File: config.mk
export PLATFORM = sky130hd
export DESIGN_NAME = branch_predictor
export DESIGN_NICKNAME = d
export VERILOG_FILES = /design/src/rtl/branch_predictor.sv
export SDC_FILE = /design/constraint.sdc
export NUM_CORES = 2
export LEC_CHECK = 0
export CORE_ASPECT_RATIO = 0.7
export CORE_MARGIN = 4
export CORE_UTILIZATION = 45
export CTS_BUF_LIST = sky130_fd_sc_hd__clkbuf_8
export DETAILED_ROUTE_END_ITERATION = 10
export PLACE_DENSITY = 0.69
export SLEW_MARGIN = 10
export SYNTH_ARGS = -nofsm -noshare
export SYNTH_HDL_FRONTEND = slang
export SYNTH_SLANG_ARGS = --single-unit
File: constraint.sdc
create_clock -name clk -period 7.28 [get_ports clk]
set_input_delay 1.092 -clock clk [delete_from_list [all_inputs] [get_ports clk]]
set_output_delay 1.092 -clock clk [all_outputs]
set_load 0.005 [all_outputs]
File: src/rtl/branch_predictor.sv
// ============================================================================
// Module   : branch_predictor
// Summary  : Fetch-stage BTB + saturating-counter BHT next-PC predictor,
//            trained by resolved control transfers from ID; optional gshare.
// Revision : 1.0 - initial release
// ============================================================================
`default_nettype none

module branch_predictor #(
    parameter int PC_W   = 30,
    parameter int IDX_W  = 6,
    parameter int CTR_W  = 2,
    parameter int GSHARE = 0,
    parameter int GHR_W  = 6,
    parameter int PERF_W = 32
) (
    input  logic              clk,
    input  logic              rst,
    // fetch-side lookup
    input  logic              if_valid,
    input  logic [PC_W-1:0]   if_pc,
    output logic              pred_taken,
    output logic [PC_W-1:0]   pred_target,
    output logic [IDX_W-1:0]  pred_idx,
    // resolve-side training
    input  logic              upd_valid,
    input  logic [PC_W-1:0]   upd_pc,
    input  logic [IDX_W-1:0]  upd_idx,
    input  logic              upd_is_cond,
    input  logic              upd_taken,
    input  logic [PC_W-1:0]   upd_target,
    input  logic              upd_mispredict,
    output logic [PERF_W-1:0] mispred_cnt
);

    localparam int ENTRIES = 1 << IDX_W;
    localparam int TAG_W   = PC_W - IDX_W;

    localparam logic [CTR_W-1:0]  c_CTR_INIT = CTR_W'((1 << (CTR_W - 1)) - 1);
    localparam logic [CTR_W-1:0]  c_CTR_MAX  = '1;
    localparam logic [PERF_W-1:0] c_CNT_MAX  = '1;

    // ------------------------------------------------------------------
    // Table storage
    // ------------------------------------------------------------------
    logic              r_btb_valid  [ENTRIES];
    logic [TAG_W-1:0]  r_btb_tag    [ENTRIES];
    logic [PC_W-1:0]   r_btb_target [ENTRIES];
    logic              r_btb_cond   [ENTRIES];
    logic [CTR_W-1:0]  r_bht        [ENTRIES];
    logic [GHR_W-1:0]  r_ghr;
    logic [PERF_W-1:0] r_mispred_cnt;

    // ------------------------------------------------------------------
    // Lookup path (purely combinational from registered state)
    // ------------------------------------------------------------------
    logic [IDX_W-1:0] w_if_low;
    logic [TAG_W-1:0] w_if_tag;
    logic [IDX_W-1:0] w_bht_idx;
    logic [CTR_W-1:0] w_look_ctr;
    logic             w_hit;
    logic             w_pred_taken;

    assign w_if_low = if_pc[IDX_W-1:0];
    assign w_if_tag = if_pc[PC_W-1:IDX_W];

    generate
        if (GSHARE != 0) begin : g_gshare
            assign w_bht_idx = w_if_low ^ IDX_W'(r_ghr);
        end else begin : g_bimodal
            assign w_bht_idx = w_if_low;
        end
    endgenerate

    assign w_look_ctr = r_bht[w_bht_idx];
    assign w_hit      = r_btb_valid[w_if_low] && (r_btb_tag[w_if_low] == w_if_tag);

    // Jumps always redirect on a hit; branches only when the counter MSB says taken.
    assign w_pred_taken = if_valid && !rst && w_hit
                          && (!r_btb_cond[w_if_low] || w_look_ctr[CTR_W-1]);

    assign pred_taken  = w_pred_taken;
    assign pred_target = w_pred_taken ? r_btb_target[w_if_low] : (if_pc + PC_W'(1));
    assign pred_idx    = w_bht_idx;
    assign mispred_cnt = r_mispred_cnt;

    // ------------------------------------------------------------------
    // Update path
    // ------------------------------------------------------------------
    logic [IDX_W-1:0] w_upd_low;
    logic [CTR_W-1:0] w_upd_ctr;
    logic [CTR_W-1:0] w_ctr_next;
    logic [GHR_W-1:0] w_ghr_next;
    logic             w_upd_en;

    assign w_upd_low = upd_pc[IDX_W-1:0];
    assign w_upd_ctr = r_bht[upd_idx];
    assign w_upd_en  = upd_valid && !rst;

    always_comb begin
        w_ctr_next = w_upd_ctr;
        if (upd_taken) begin
            if (w_upd_ctr != c_CTR_MAX) begin
                w_ctr_next = w_upd_ctr + CTR_W'(1);
            end
        end else if (w_upd_ctr != '0) begin
            w_ctr_next = w_upd_ctr - CTR_W'(1);
        end
    end

    generate
        if (GHR_W > 1) begin : g_ghr_shift
            assign w_ghr_next = {r_ghr[GHR_W-2:0], upd_taken};
        end else begin : g_ghr_bit
            assign w_ghr_next = upd_taken;
        end
    endgenerate

    // Control state: valid bits, counters, history and perf counter are reset.
    always_ff @(posedge clk) begin
        if (rst) begin
            for (int i = 0; i < ENTRIES; i++) begin
                r_btb_valid[i] <= 1'b0;
                r_bht[i]       <= c_CTR_INIT;
            end
            r_ghr         <= '0;
            r_mispred_cnt <= '0;
        end else if (upd_valid) begin
            if (upd_taken) begin
                r_btb_valid[w_upd_low] <= 1'b1;
            end
            if (upd_is_cond) begin
                r_bht[upd_idx] <= w_ctr_next;
                r_ghr          <= w_ghr_next;
            end
            if (upd_mispredict && (r_mispred_cnt != c_CNT_MAX)) begin
                r_mispred_cnt <= r_mispred_cnt + PERF_W'(1);
            end
        end
    end

    // Payload fields are qualified by the valid bit, so they carry no reset.
    always_ff @(posedge clk) begin
        if (w_upd_en && upd_taken) begin
            r_btb_tag[w_upd_low]    <= upd_pc[PC_W-1:IDX_W];
            r_btb_target[w_upd_low] <= upd_target;
            r_btb_cond[w_upd_low]   <= upd_is_cond;
        end
    end

endmodule

`default_nettype wire

==> results.yml <==
outcome:
  outcome: "complete, but fails checks"
  failed_checks: "negative setup slack"
sta:
  rsz0062_at_grt: "false"
  fmax_ghz: 0.137
  fin_tns_setup_ps: -21.9
  setup_ws_ps: -21.7
  hold_viol: 0
  period_minus_slack_ps: 7300
  worstMarginPinSlew_ps: 1390
  maxSlewViolCount: 0
  fin_crit_sh_pct: 100
  fin_skew_ps: 49.3
  setup-violations-final: 2
  relSlewSlack_pct: 6.89
global_routing:
  grt_pass1_wl_um: 633000
  first_global_vias: 75300
  track_usage_pct: 27.7
  grt_start_max_net_pins: 95
  antenna_found_initial: 54
  gr-total-overflow: 0
yosys:
  synth.mux.area_fraction_pct: 17.0
  yosysSeqAreaShare_pct: 76.2
  netlist_instances: 6761
  synth_area_leaders: "edfxtp_1 75%, mux4_2 15%, dfxtp_1 1.3%"
  ys_async_sr_fraction_pct: 0
  yosys.area_share.adder_pct: 0.0308
  netlist.top_cell.by_area: "edfxtp_1"
  synth-edff-count: 3648
  synth_xor_area_share_pct: 0.407
  synth_ff_type: "edfxtp_1"
  netlist_area_um2: 146000
  synth_cell_types: 83
  syn_nets: 6866
  synth-simple-area-share_pct: 2.65
  synth_compound_area_share_pct: 2.05
  synth_top_area_share_pct: 74.9
  syn_area_per_cell_um2: 21.6
  yosys_register_bits: 3744
  synth_top_family_by_area: "multiplexers"
  yosys_warnings: 0
setup_path:
  max_stage_delay_ps: 620
  path_max_fanout: 49
  worstPathCellList: "buf_8 -> buf_12 -> buf_12 -> buf_4 -> mux2i_1 -> a22oi_1 -> a41oi_1 -> a32o_1 -> a21boi_1 -> o2111ai_1 -> nor4b_2 -> nand4_4 -> buf_12 -> mux2_4 -> clkdlybuf4s50_1"
  cp_slowest_cell: "o2111ai_1"
  endpoint_kind: "output port"
  crit_type: "in -> out"
  arrival_ps: 6210
  cp_data_required_time_ps: 6190
  cp_common_cell: "buf_12"
  cp-start-kind: "input port"
cells_and_area:
  final_core_utilization_pct: 51.0
  final_cell_area_um2: 164000
  fillerInstances: 25100
  finalNetCount: 7485
  drive_gt1_share_pct: 28.0
  area_growth_pct: 12.5
clock_tree:
  path_clk_slew_ps: 60
  cts_buffers: 544
  tritoncts: "done"
  cts.sinks: 3744
  cts.path.max_buffers: 4
  worstSkewPairLatency_ps: 1030
  root_buffer: "clkbuf_8"
  htreeDepth: 6
detailed_routing:
  drt_iter0_markers: 15200
  met2_length_um: 199000
  dr_wl_met3_um: 78600
  antenna_left: 0
  routed_wl_um: 469000
  met1_length_um: 170000
  vias: 79600
  first_pass_iters: 9
  viasPerCell: 6.57
  remaining_drc_errors: 0
  wl_per_cell_um: 38.7
  highest_layer: "met5"
placement:
  gp_congestion: 0.911
  placed_cell_area_um2: 155000
  post-place-ws_ps: 25.4
  hpwl_um: 254000
  port-buffer-count: 171
flow_run:
  cap_violations: 0
floorplanning:
  start_util_pct: 45.4
  die_height_um: 485
  die-area_um2: 334000
  coreArea_um2: 322000
  die_x_um: 689
  rows: 174
  design.portCount: 172
pwr:
  power_mw: 41.3
  p_int_mw: 31.8
  switching_power_mw: 9.47
  cellLeakagePower_nw: 51.5
  pwr-share-clk_pct: 36.9
  swShare_pct: 23.0
  vdd_drop_max_mv: 0.163
  comb_power_share_pct: 5.6
  seq_power_share_pct: 57.5
  cellPowerDensity_nw_per_um2: 251
hold_path:
  hp-class: "reg -> reg"
worst max-delay path: cells and delay by family:
kind | cells | cell delay, ps
and+or+nand+nor | 2 | 670
AOI/OAI and AO/OA | 5 | 1800
buffers and inverters | 6 | 1990
muxes | 2 | 440
kinds of logic (layout without fill, tap and decap cells):
logic type | Yosys count | after routing
flops | 3744 | 3744
mux | 1207 | 1207
simple gates | 815 | 815
buf+inv | 490 | 1509
compound gates | 433 | 433
xor+xnor | 68 | 68
fa+ha+maj | 4 | 4
other cells | 0 | 30
path summary, 6_finish.rpt:
check	start	slack [ps]	end	cells past startpoint
max	if_pc[1]	-20	pred_target[19]	15
min	r_btb_valid[37]	470	r_btb_valid[37]	2
max reg2reg	r_bht[35][1]	3510	r_bht[49][1]	10
min reg2reg	r_btb_valid[37]	470	r_btb_valid[37]	2
Yosys cell counts, types with 25 or more instances:
cell / count
mux2_4: 25
nor3_1: 51
clkbuf_1: 184
or2_2: 39
xnor2_1: 38
nand2b_1: 36
dfxtp_1: 96
o21ai_0: 58
buf_1: 33
o22ai_1: 96
nand2_1: 214
buf_2: 109
buf_4: 36
nand3_1: 77
nor2_1: 249
mux4_2: 1001
edfxtp_1: 3648
mux2_2: 39
mux2i_1: 134
a221oi_1: 31
xor2_1: 30
a22oi_1: 41
nor2b_1: 48
a21oi_1: 52
inv_1: 97
power by group through the flow:
stage | sequential, mW | clock, mW | combinational, mW
floorplan | 24.2 | 0 | 1.27
global placement | 24.2 | 0 | 2.22
detailed placement | 24.2 | 0 | 2.26
CTS | 23.7 | 15.3 | 2.27
global route | 23.7 | 16.4 | 2.39
finish | 23.7 | 15.2 | 2.29
stage by stage:
step / hold slack [ps] / instances
after floorplan: 435 / 6761
after CTS: 462 / 12100
after global routing: 470 / 12100
after global placement: 444 / 11100
final: 467 / 12100
after detailed placement: 451 / 11100
flip-flops by register name (all words and copies together), names as in the netlist:
signal        count
r_btb_cond       64
r_btb_tag      1536
r_btb_valid      64
r_btb_target   1920
mispred_cnt      32
r_bht           128
cells in the final DEF (no fill, tap or decap), types with 46 or more instances in the layout:
master / instances
a21oi_1: 52
buf_12: 92
buf_2: 58
buf_4: 203
clkbuf_8: 557
clkdlybuf4s50_1: 107
clkinv_1: 126
dfxtp_1: 96
edfxtp_1: 3648
inv_1: 284
mux2i_1: 134
mux4_2: 1001
nand2_1: 214
nand3_1: 77
nor2_1: 185
nor2_4: 64
nor2b_1: 46
nor3_1: 51
o21ai_0: 58
o22ai_1: 96
layer usage:
layer | vias to the layer above | track usage (%)
met5 | - | 0
met4 | 14 | 11.0
met3 | 1051 | 9.77
met2 | 7325 | 38.3
met1 | 41600 | 40.0
li1 | 29600 | -
area by class of cell:
cell class | count | area, µm² | share of cell area (%)
antenna | 30 | 75.1 | 0.0456
clock buffer | 557 | 7670 | 4.66
clock inverter | 389 | 1750 | 1.06
inverter | 99 | 384 | 0.234
multi-input combinational | 2527 | 32900 | 20.0
sequential | 3744 | 111000 | 67.8
tap | 4312 | 5400 | 3.28
timing repair buffer | 464 | 4810 | 2.93
timing repair:
item	CTS	global route
setup endpoints to repair	0	30
hold buffers	0	0
buffers inserted	0	0
gates resized for setup	0	1
(Power assumes the default switching activity.)
